### src/rtl/present_inv_round.sv
// One PRESENT decryption round: addRoundKey, inverse pLayer, then an inverse
// sBoxLayer applied NIBBLES_PER_CYCLE nibbles per clock, with a valid/ready handshake.
module present_inv_round #(
  parameter int NIBBLES_PER_CYCLE = 1
) (
  input  logic        clk,
  input  logic        rst_n,
  input  logic        in_valid,
  output logic        in_ready,
  input  logic [63:0] in_data,
  input  logic [63:0] in_key,
  output logic        out_valid,
  input  logic        out_ready,
  output logic [63:0] out_data,
  output logic        busy
);

  typedef enum logic [1:0] {IDLE, PROC, DONE} fsm_t;

  localparam logic [4:0] STEP = 5'(NIBBLES_PER_CYCLE);
  localparam logic [4:0] LAST = 5'd16;

  fsm_t        st;
  fsm_t        st_nxt;
  logic [4:0]  cnt;
  logic [63:0] blk;
  logic [63:0] blk_sub;
  logic        last_step;

  function automatic logic [3:0] inv_sbox(input logic [3:0] x);
    logic [3:0] y;
    case (x)
      4'h0: y = 4'h5;  4'h1: y = 4'hE;  4'h2: y = 4'hF;  4'h3: y = 4'h8;
      4'h4: y = 4'hC;  4'h5: y = 4'h1;  4'h6: y = 4'h2;  4'h7: y = 4'hD;
      4'h8: y = 4'hB;  4'h9: y = 4'h4;  4'hA: y = 4'h6;  4'hB: y = 4'h3;
      4'hC: y = 4'h0;  4'hD: y = 4'h7;  4'hE: y = 4'h9;  default: y = 4'hA;
    endcase
    return y;
  endfunction

  function automatic logic [63:0] inv_player(input logic [63:0] x);
    logic [63:0] y;
    y = '0;
    for (int i = 0; i < 63; i++) y[i] = x[(16 * i) % 63];
    y[63] = x[63];
    return y;
  endfunction

  // Substitute only the nibble window [cnt, cnt+STEP) this cycle.
  always_comb begin
    blk_sub = blk;
    for (int j = 0; j < 16; j++) begin
      if ((5'(j) >= cnt) && (5'(j) < cnt + STEP))
        blk_sub[4*j +: 4] = inv_sbox(blk[4*j +: 4]);
    end
  end

  assign last_step = ((cnt + STEP) == LAST);

  always_ff @(posedge clk or negedge rst_n) begin
    if (!rst_n) st <= IDLE;
    else        st <= st_nxt;
  end

  always_comb begin
    st_nxt = st;
    case (st)
      IDLE:    if (in_valid)  st_nxt = PROC;
      PROC:    if (last_step) st_nxt = DONE;
      DONE:    if (out_ready) st_nxt = IDLE;
      default: st_nxt = IDLE;
    endcase
  end

  always_comb begin
    in_ready  = (st == IDLE);
    out_valid = (st == DONE);
    busy      = (st != IDLE);
    out_data  = blk;
  end

  // Datapath: key mix + bit permutation on accept, then incremental substitution.
  always_ff @(posedge clk or negedge rst_n) begin
    if (!rst_n) begin
      blk <= '0;
      cnt <= '0;
    end else begin
      case (st)
        IDLE: if (in_valid) begin
          blk <= inv_player(in_data ^ in_key);
          cnt <= '0;
        end
        PROC: begin
          blk <= blk_sub;
          cnt <= cnt + STEP;
        end
        default: ;
      endcase
    end
  end

endmodule

### config.mk
export PLATFORM = sky130hd
export DESIGN_NAME = present_inv_round
export DESIGN_NICKNAME = d
export VERILOG_FILES = /design/src/rtl/present_inv_round.sv
export SDC_FILE = /design/constraint.sdc
export NUM_CORES = 1
export LEC_CHECK = 0
export CAP_MARGIN = 20
export CORE_MARGIN = 2
export CORE_UTILIZATION = 30
export CTS_BUF_LIST = sky130_fd_sc_hd__clkbuf_8
export DETAILED_ROUTE_END_ITERATION = 10
export MAX_ROUTING_LAYER = met4
export SYNTH_ARGS = -nofsm -noshare
export SYNTH_HDL_FRONTEND = slang
export SYNTH_SLANG_ARGS = --single-unit
### constraint.sdc
create_clock -name clk -period 3.4 [get_ports clk]
set_clock_uncertainty 0.1 [all_clocks]
set_input_delay 0.51 -clock clk [delete_from_list [all_inputs] [get_ports clk]]
set_output_delay 0.51 -clock clk [all_outputs]
set_load 0.01 [all_outputs]
==> impl_metrics.env <==
export IMPL_die_y_um=165
export IMPL_synth_flop_cell="dfrtp_1"
export IMPL_crit_arrival_ns=3.15
export IMPL_port_buffers=198
export IMPL_clk_latency_ns=0.37
export IMPL_grt_pass1_wl_um=33200
export IMPL_routed_wl_um=20600
export IMPL_relSlewSlack_pct=36.3
export IMPL_period_share_pct=88.4
export IMPL_yosysWarnings=0
export IMPL_cp_start_kind="flop"
export IMPL_cts_sinks=71
export IMPL_end_kind="flop"
export IMPL_max_freq_ghz=0.333
export IMPL_antenna_found_initial=0
export IMPL_peakVddDrop_mv=0.336
export IMPL_die_x_um=165
export IMPL_period_needed_ns=3.01
export IMPL_clk_pin_slew_worst_paths_ns=0.08
export IMPL_cts_root_buf="clkbuf_8"
export IMPL_synth_seq_area_share_pct=23.0
export IMPL_p_per_area_nw_per_um2=915
export IMPL_setup_violations=0
export IMPL_antenna_cells=0
export IMPL_nets=1330
export IMPL_cts_setup_buffers=0
export IMPL_drive_gt1_share_pct=5.99
export IMPL_grt_overflow=0
export IMPL_preCtsSetupSlack_ns=0.487
export IMPL_setup_tns_ns=0
export IMPL_dp_hpwl_um=15500
export IMPL_initial_core_util_pct=30.6
export IMPL_rsz0062_at_grt="no"
export IMPL_drtPass1Iterations=4
export IMPL_via_per_inst=5.02
export IMPL_slew_viol_final=0
export IMPL_p_leak_nw=4.22
export IMPL_clockBufferDepth=2
export IMPL_synth_seq_cells=71
export IMPL_vias=7182
export IMPL_grt_max_degree=72
export IMPL_drtIter0Drc=350
export IMPL_fillers=2613
export IMPL_finalPower_mw=9.26
export IMPL_synth_async_reset_ratio_pct=100
export IMPL_rows=58
export IMPL_gp_congestion=0.904
export IMPL_crit_required_ns=3.54
export IMPL_syn2layout_area_growth_pct=30.9
export IMPL_cts_resized=0
export IMPL_syn_area_sq_um=7730
export IMPL_drc=0
export IMPL_setup_slack_ns=0.395
export IMPL_synthDistinctLibCells=63
export IMPL_cap_viol_max_count=0
export IMPL_synthCells=945
export IMPL_worstHoldPathType="in2async"
export IMPL_grt_pass1_vias=6615
export IMPL_hold_viol_final=0
export IMPL_tightest_slew_ns=0.956
export IMPL_synth_nets=1177
export IMPL_critical_path_class="reg2reg"
export IMPL_cts_tree="built"
export IMPL_h_tree_depth=3
export IMPL_wl_per_cell_um=14.4
export IMPL_status="finished clean"
export IMPL_crit_fanout=19
export IMPL_coreArea_sq_um=25300
export IMPL_synth_edf_count=0
export IMPL_hold_buffers=0
export IMPL_ant_nets=0
export IMPL_cts_buffers=9
export IMPL_syn_area_per_cell_sq_um=8.18
export IMPL_final_cell_mix="197 x clkdlybuf4s50_1, 107 x nand2_1, 100 x ha_1"
export IMPL_grt_use_total_pct=15.6
export IMPL_final_common_cell="clkdlybuf4s50_1"
export IMPL_die_area_sq_um=27100
export IMPL_pin_count=199
-- cells in the mapped netlist, types with 7 or more instances --
cell type	count	share of area (%)
a211oi_1	33	3.2
a21oi_1	76	4.9
a311oi_1	7	0.79
a31oi_1	7	0.57
buf_1	7	0.34
clkbuf_1	39	1.9
dfrtp_1	71	23
ha_1	100	16
inv_1	63	3.1
mux2_2	19	2.8
mux2i_1	23	3.0
mux4_2	9	2.6
nand2_1	107	5.2
nand3_1	22	1.4
nor2_1	62	3.0
nor2b_1	7	0.57
o211ai_1	37	3.6
o21ai_0	96	6.2
xnor2_1	46	5.2
xor2_1	22	2.5
-- power by group --
part	total, mW	internal [mW]	switching (mW)
Sequential	2.35	1.27	1.07
Clock	0.796	0.468	0.328
Combinational	6.12	3.02	3.10
Total	9.26	4.76	4.50
-- stage by stage --
step | area (sq um) | cells | hold slack (ns) | utilization [%]
after floorplan | 7730 | 945 | 0.114 | -
after detailed placement | 9890 | 1417 | 0.530 | 39.2
after global placement | 9890 | 1417 | 0.525 | 39.2
after global routing | 10100 | 1432 | 0.256 | 40.1
after CTS | 10100 | 1432 | 0.217 | 40.1
final | 10100 | 1432 | 0.143 | 40.1
-- metal layers --
metal	up-vias	GRT usage, %	share of wire, %
met3	21	2.74	6.1
li1	3622	-	-
met2	208	25.1	46
met5	-	-	0
met4	0	3.44	1.2
met1	3331	20.5	47
-- area by class of cell --
class	instances	area, sq um	share of cell area, %
Clock inverter	3	65.1	0.643
Inverter	63	236	2.34
Timing Repair Buffer	202	2010	19.8
Clock buffer	12	165	1.63
Sequential cell	71	1780	17.5
Tap cell	330	413	4.08
Multi-Input combinational cell	751	5460	53.9
-- flip-flops by register name, summed over array words and instances (netlist names) --
name,count
cnt,5
out_data,64
st,2
-- critical path: stages, from the launching register on --
cell and delay (ns):
dfrtp_1 0.58, ha_1 0.67, xor2_1 0.38, nand2_1 0.16, a311oi_2 0.61, mux2_1 0.38
-- logic make-up (layout without fill, tap and decap cells) --
family / count (synthesis) / count (layout) / synth area share [%]
xor gates and xnor gates: 68 / 68 / 7.70
and+or+nand+nor: 227 / 227 / 12.7
buffers and inverters: 123 / 280 / 6.63
AOI/OAI and AO/OA: 298 / 298 / 24.3
DFF: 71 / 71 / 23.0
adders and majority gates: 100 / 100 / 16.2
muxes: 58 / 58 / 9.48
-- worst paths after layout --
| kind | slack (ns) | depth (start not counted) | end | from |
|---|---|---|---|---|
| setup / recovery | 0.39 | 5 | out_data[54]$_DFFE_PN0P_ | cnt[1]$_DFFE_PN0P_ |
| hold / removal | 0.14 | 1 | out_data[61]$_DFFE_PN0P_ | rst_n |
| setup reg to reg | 0.39 | 5 | out_data[54]$_DFFE_PN0P_ | cnt[1]$_DFFE_PN0P_ |
| hold reg to reg | 0.55 | 2 | out_data[21]$_DFFE_PN0P_ | out_data[21]$_DFFE_PN0P_ |
| max in group asynchronous | 2.38 | 1 | out_data[52]$_DFFE_PN0P_ | rst_n |
| min in group clk | 0.55 | 2 | out_data[21]$_DFFE_PN0P_ | out_data[21]$_DFFE_PN0P_ |
(Power assumes the default switching activity.)
==> variant 1: new RTL, same settings <==
Encoding of `fsm_t`: now one-hot (3 bits for 3 states).
--- a/src/rtl/present_inv_round.sv
+++ b/src/rtl/present_inv_round.sv
@@ -15,7 +15,7 @@
   output logic        busy
 );
 
-  typedef enum logic [1:0] {IDLE, PROC, DONE} fsm_t;
+  typedef enum logic [2:0] {IDLE = 3'b001, PROC = 3'b010, DONE = 3'b100} fsm_t;
 
   localparam logic [4:0] STEP = 5'(NIBBLES_PER_CYCLE);
   localparam logic [4:0] LAST = 5'd16;
Check against the original RTL: no difference found for any inputs over 4 cycles, from zero or initial values and one cycle with rst_n low; so few cycles prove little.
==> variant 1 against the unedited design <==
Sequential cell count up 1; routed wire length grew 4.0%; worst setup slack got worse by 0.0033 ns; first-iteration DRC count up 6.3%; critical path depth is 1 higher; design area increased by 2.3%; total power is 12% lower; area after synthesis increased by 3.1%.
==> variant 1: results (changes against the unedited design) <==
| Step | Result | Value | Change |
|:---|:---|:---|:---|
| grt | Pin count of the biggest net entering global routing | 73 | was 72 |
| logic synthesis | Adder-cell area share of the yosys netlist | 15.69% | was 16.18% |
| sta | Relative slew margins | 35.76% | was 36.26% |
| power | Maximum vdd ir drop | 0.2592 mV | was 0.3358 mV |
| logic synthesis | Area contributors post-synth | dfrtp_1 22%, ha_1 16%, xnor2_1 5.1% | was dfrtp_1 23%, ha_1 16%, o21ai_0 6.2% |
| detailed routing | Via density per instance | 5.000 | was 5.015 |
| logic synthesis | Syn nets | 1,143 | was 1,177 |
| critical path | Largest fanout of any net on the critical path | 22 | was 19 |
| logic synthesis | Share of the synthesized area in compound gates (AO/OA/AOI/OAI) | 19.83% | was 24.32% |
| logic synthesis | Sequential element share of the synthesized area | 22.61% | was 22.97% |
| detailed routing | Count of routing violations after the opening detailed-route iteration | 372 | was 350 |
| logic synthesis | Number of unique standard cell types used by synthesis | 74 | was 63 |
| place | Final estimated routing congestion in global placement | 0.9076 | was 0.9038 |
| grt | Wire length of the first global-routing pass | 35.05 mm | was 33.18 mm |
| cts | Maximum level of the CTS H-tree | 3 | unchanged |
| cts | CTS Root Cell | clkbuf_8 | unchanged |
| logic synthesis | Average cell area after synthesis | 8.754 sq um | was 8.184 sq um |
| final layout | Share of cells above drive strength 1 | 8.574% | was 5.989% |
| final layout | Final instance count without filler cells | 1,408 | was 1,432 |
| place | DPL Wire Length | 16.13 mm | was 15.46 mm |
| power | Leakage dissipation | 4.255 nW | was 4.222 nW |
| grt | Total track usage | 15.71% | was 15.59% |
| final layout | Net count, final | 1,300 | was 1,330 |
| logic synthesis | Mux share of post-synthesis cell area | 13.99% | was 9.481% |
| outcome | Run status | finished clean | unchanged |
[variant 1: final cells by class]
| class | instances | area (sq um) |
|---|---|---|
| clock buffers | 12 | 165.2 |
| clock inverters | 4 | 20.02 |
| fillers | 2652 | 15700 |
| inverters | 62 | 232.7 |
| multi-input cells | 715 | 5639 |
| flip-flops and latches | 72 | 1803 |
| well taps | 335 | 419.2 |
| repair buffers | 208 | 2079 |
[variant 1: power breakdown]
group	total [mW]	switching, mW	internal [mW]
combinational	5.19	2.47	2.72
sequential	2.28	1.01	1.27
clock	0.664	0.345	0.319
total	8.14	3.83	4.31
[variant 1: path summary, 6_finish.rpt]
path / to / depth (start not counted)
worst min register to register: st[0]$_DFFE_PN1P_ / 2
worst max-delay path: out_data[19]$_DFFE_PN0P_ / 6
max in group asynchronous: out_data[19]$_DFFE_PN0P_ / 1
min in group clk: st[0]$_DFFE_PN1P_ / 2
worst min-delay path: out_data[61]$_DFFE_PN0P_ / 1
worst max register to register: out_data[19]$_DFFE_PN0P_ / 6
[variant 1: kinds of logic after synthesis]
logic type	after synthesis
DFF	72
and+or+nand+nor	221
AOI/OAI and AO/OA	241
adders and majority gates	100
xor gates and xnor gates	66
buffers and inverters	124
muxes	87
[variant 1: per-stage QoR]
| stage | setup slack (ns) | instance area (sq um) | hold WS [ns] |
|---|---|---|---|
| floorplan | 1.032 | 7975 | 0.1144 |
| global placement | 0.4698 | 10170 | 0.4606 |
| detailed placement | 0.4192 | 10170 | 0.4678 |
| CTS | 0.3704 | 10360 | 0.2177 |
| global route | 0.1474 | 10360 | 0.2707 |
| finish | 0.3914 | 10360 | 0.1756 |
[variant 1: per-layer routing]
layer	GRT usage (%)	wire length [microns]
met1	20.96	10290
met2	24.76	9782
met3	2.329	1021
met4	4.460	354
met5	-	0
[variant 1: worst max-delay path: stages (launching register included)]
cell	delay (ns)
dfrtp_1	0.59
ha_1	0.72
nand2_1	0.23
a2111oi_2	0.44
o311ai_1	0.25
nand2_1	0.21
mux2_2	0.35
==> variant 2: new RTL, config.mk and constraints unchanged <==
Without the edit above. Reset style: synchronous (`rst_n`), changed in 2 clocked blocks.
--- a/src/rtl/present_inv_round.sv
+++ b/src/rtl/present_inv_round.sv
@@ -57,7 +57,7 @@
 
   assign last_step = ((cnt + STEP) == LAST);
 
-  always_ff @(posedge clk or negedge rst_n) begin
+  always_ff @(posedge clk) begin
     if (!rst_n) st <= IDLE;
     else        st <= st_nxt;
   end
@@ -80,7 +80,7 @@
   end
 
   // Datapath: key mix + bit permutation on accept, then incremental substitution.
-  always_ff @(posedge clk or negedge rst_n) begin
+  always_ff @(posedge clk) begin
     if (!rst_n) begin
       blk <= '0;
       cnt <= '0;
Function: differs if rst_n is asserted again (counterexample within 4 cycles, from zero or initial values and one cycle with rst_n low); with rst_n held inactive, the same outputs for 4 cycles.
==> variant 2 against the unedited design <==
Worst hold slack gained 0.24 ns; sequential cell count grew 64; maximum frequency shrank 8.3%; routed wire length grew 32%; total power shrank 44%; design area grew 35%; worst setup slack lost 0.27 ns; critical path type unchanged; utilization grew 2.2 points; area after synthesis grew 26%.
==> variant 2: results (changes against the unedited design) <==
| Step | Result | Value | Change |
|:---|:---|:---|:---|
| final layout | Area growth from synthesis to layout | 39.92% | was 30.92% |
| final layout | Fill count | 3,234 | was 2,613 |
| grt | Wire length of the first global-routing pass | 44.02 mm | was 33.18 mm |
| critical path | Highest-delay cell along the critical path | or4_4 | was ha_1 |
| detailed routing | Routed met2 length | 12.69 mm | was 9.419 mm |
| place | Total placed instance area | 13,150 sq um | was 9894 sq um |
| final layout | Share of cells above drive strength 1 | 16.28% | was 5.989% |
| logic synthesis | Number of unique standard cell types used by synthesis | 87 | was 63 |
| critical path | Capturing element of the worst setup path | blk_sub[57]$_DFF_P_ | was out_data[54]$_DFFE_PN0P_ |
| sta | Post-Route Hold Slack | 0.3812 ns | was 0.1429 ns |
| logic synthesis | Syn nets | 1,425 | was 1,177 |
| detailed routing | Count of routing violations after the opening detailed-route iteration | 437 | was 350 |
| worst hold path | Type of the worst min-delay path | in -> reg | was in -> async |
| outcome | Run status | finished clean | unchanged |
| critical path | Largest fanout of any net on the critical path | 11 | was 19 |
| power | Clock group power | 1.49 mW | was 796 uW |
| cts | Gates resized, CTS repair | 4 | was 0 |
| final layout | Net count, final | 1,724 | was 1,330 |
| power | Maximum vdd ir drop | 0.2048 mV | was 0.3358 mV |
| power | Combinational gate power | 1.79 mW | was 6.12 mW |
| grt | Met2 track utilization from global routing | 27.64% | was 25.10% |
| critical path | Setup slack of the worst register-to-register path | 0.12 ns | was 0.39 ns |
| cts | Maximum level of the CTS H-tree | 4 | was 3 |
| critical path | Data arrival time of the critical path | 3.52 ns | was 3.15 ns |
| logic synthesis | Area contributors post-synth | dfxtp_1 28%, ha_1 13%, xnor2_1 6.3% | was dfrtp_1 23%, ha_1 16%, o21ai_0 6.2% |
| sta | Relative slew margins | 47.84% | was 36.26% |
| place | DPL Wire Length | 21.04 mm | was 15.46 mm |
| logic synthesis | Average cell area after synthesis | 8.182 sq um | was 8.184 sq um |
| place | Final estimated routing congestion in global placement | 0.8987 | was 0.9038 |
| grt | Global Route met1 Usage | 19.99% | was 20.55% |
| critical path | Slowest Stage Delay on Critical Path | 0.57 ns | was 0.67 ns |
| logic synthesis | Async S/R FF share, synth | 0% | was 100.0% |
| logic synthesis | Share of the synthesized area in compound gates (AO/OA/AOI/OAI) | 21.84% | was 24.32% |
| critical path | Length in cells of the worst reg-to-reg path | 10 | was 5 |
| grt | Met3 Usage GRT | 2.786% | was 2.737% |
| cts | Clock insertion delay at the later pin of the skew report | 0.46 ns | was 0.37 ns |
| grt | Total track usage | 16.52% | was 15.59% |
| detailed routing | Mean routed wirelength per cell | 13.94 microns | was 14.40 microns |
| detailed routing | Via density per instance | 4.779 | was 5.015 |
| detailed routing | Routed wire length on met3 | 1.275 mm | was 1.264 mm |
| logic synthesis | Adder-cell area share of the yosys netlist | 12.82% | was 16.18% |
[variant 2: cell families after synthesis]
| kind of cell | count (synthesis) |
|---|---|
| mux | 72 |
| xor+xnor | 75 |
| buf+inv | 138 |
| flops | 135 |
| fa+ha+maj | 100 |
| simple gates | 348 |
| compound gates | 325 |
[variant 2: worst max-delay path, delay by kind of cell (launching register included)]
| family | cells | cell delay (ns) |
|---|---|---|
| multiplexers | 2 | 0.81 |
| flip-flops | 1 | 0.38 |
| buffers and inverters | 2 | 0.23 |
| AND/OR/NAND/NOR | 3 | 0.89 |
| AO/OA/AOI/OAI | 2 | 0.45 |
| adder cells (fa/ha/maj) | 1 | 0.31 |
[variant 2: final cells by class]
| cell class | count | area share [%] |
|---|---|---|
| multi-input combinational | 920 | 48.09 |
| timing repair buffer | 335 | 22.61 |
| sequential | 135 | 19.86 |
| tap | 442 | 4.049 |
| inverter | 83 | 2.281 |
| clock buffer | 17 | 1.713 |
| clock inverter | 15 | 1.393 |
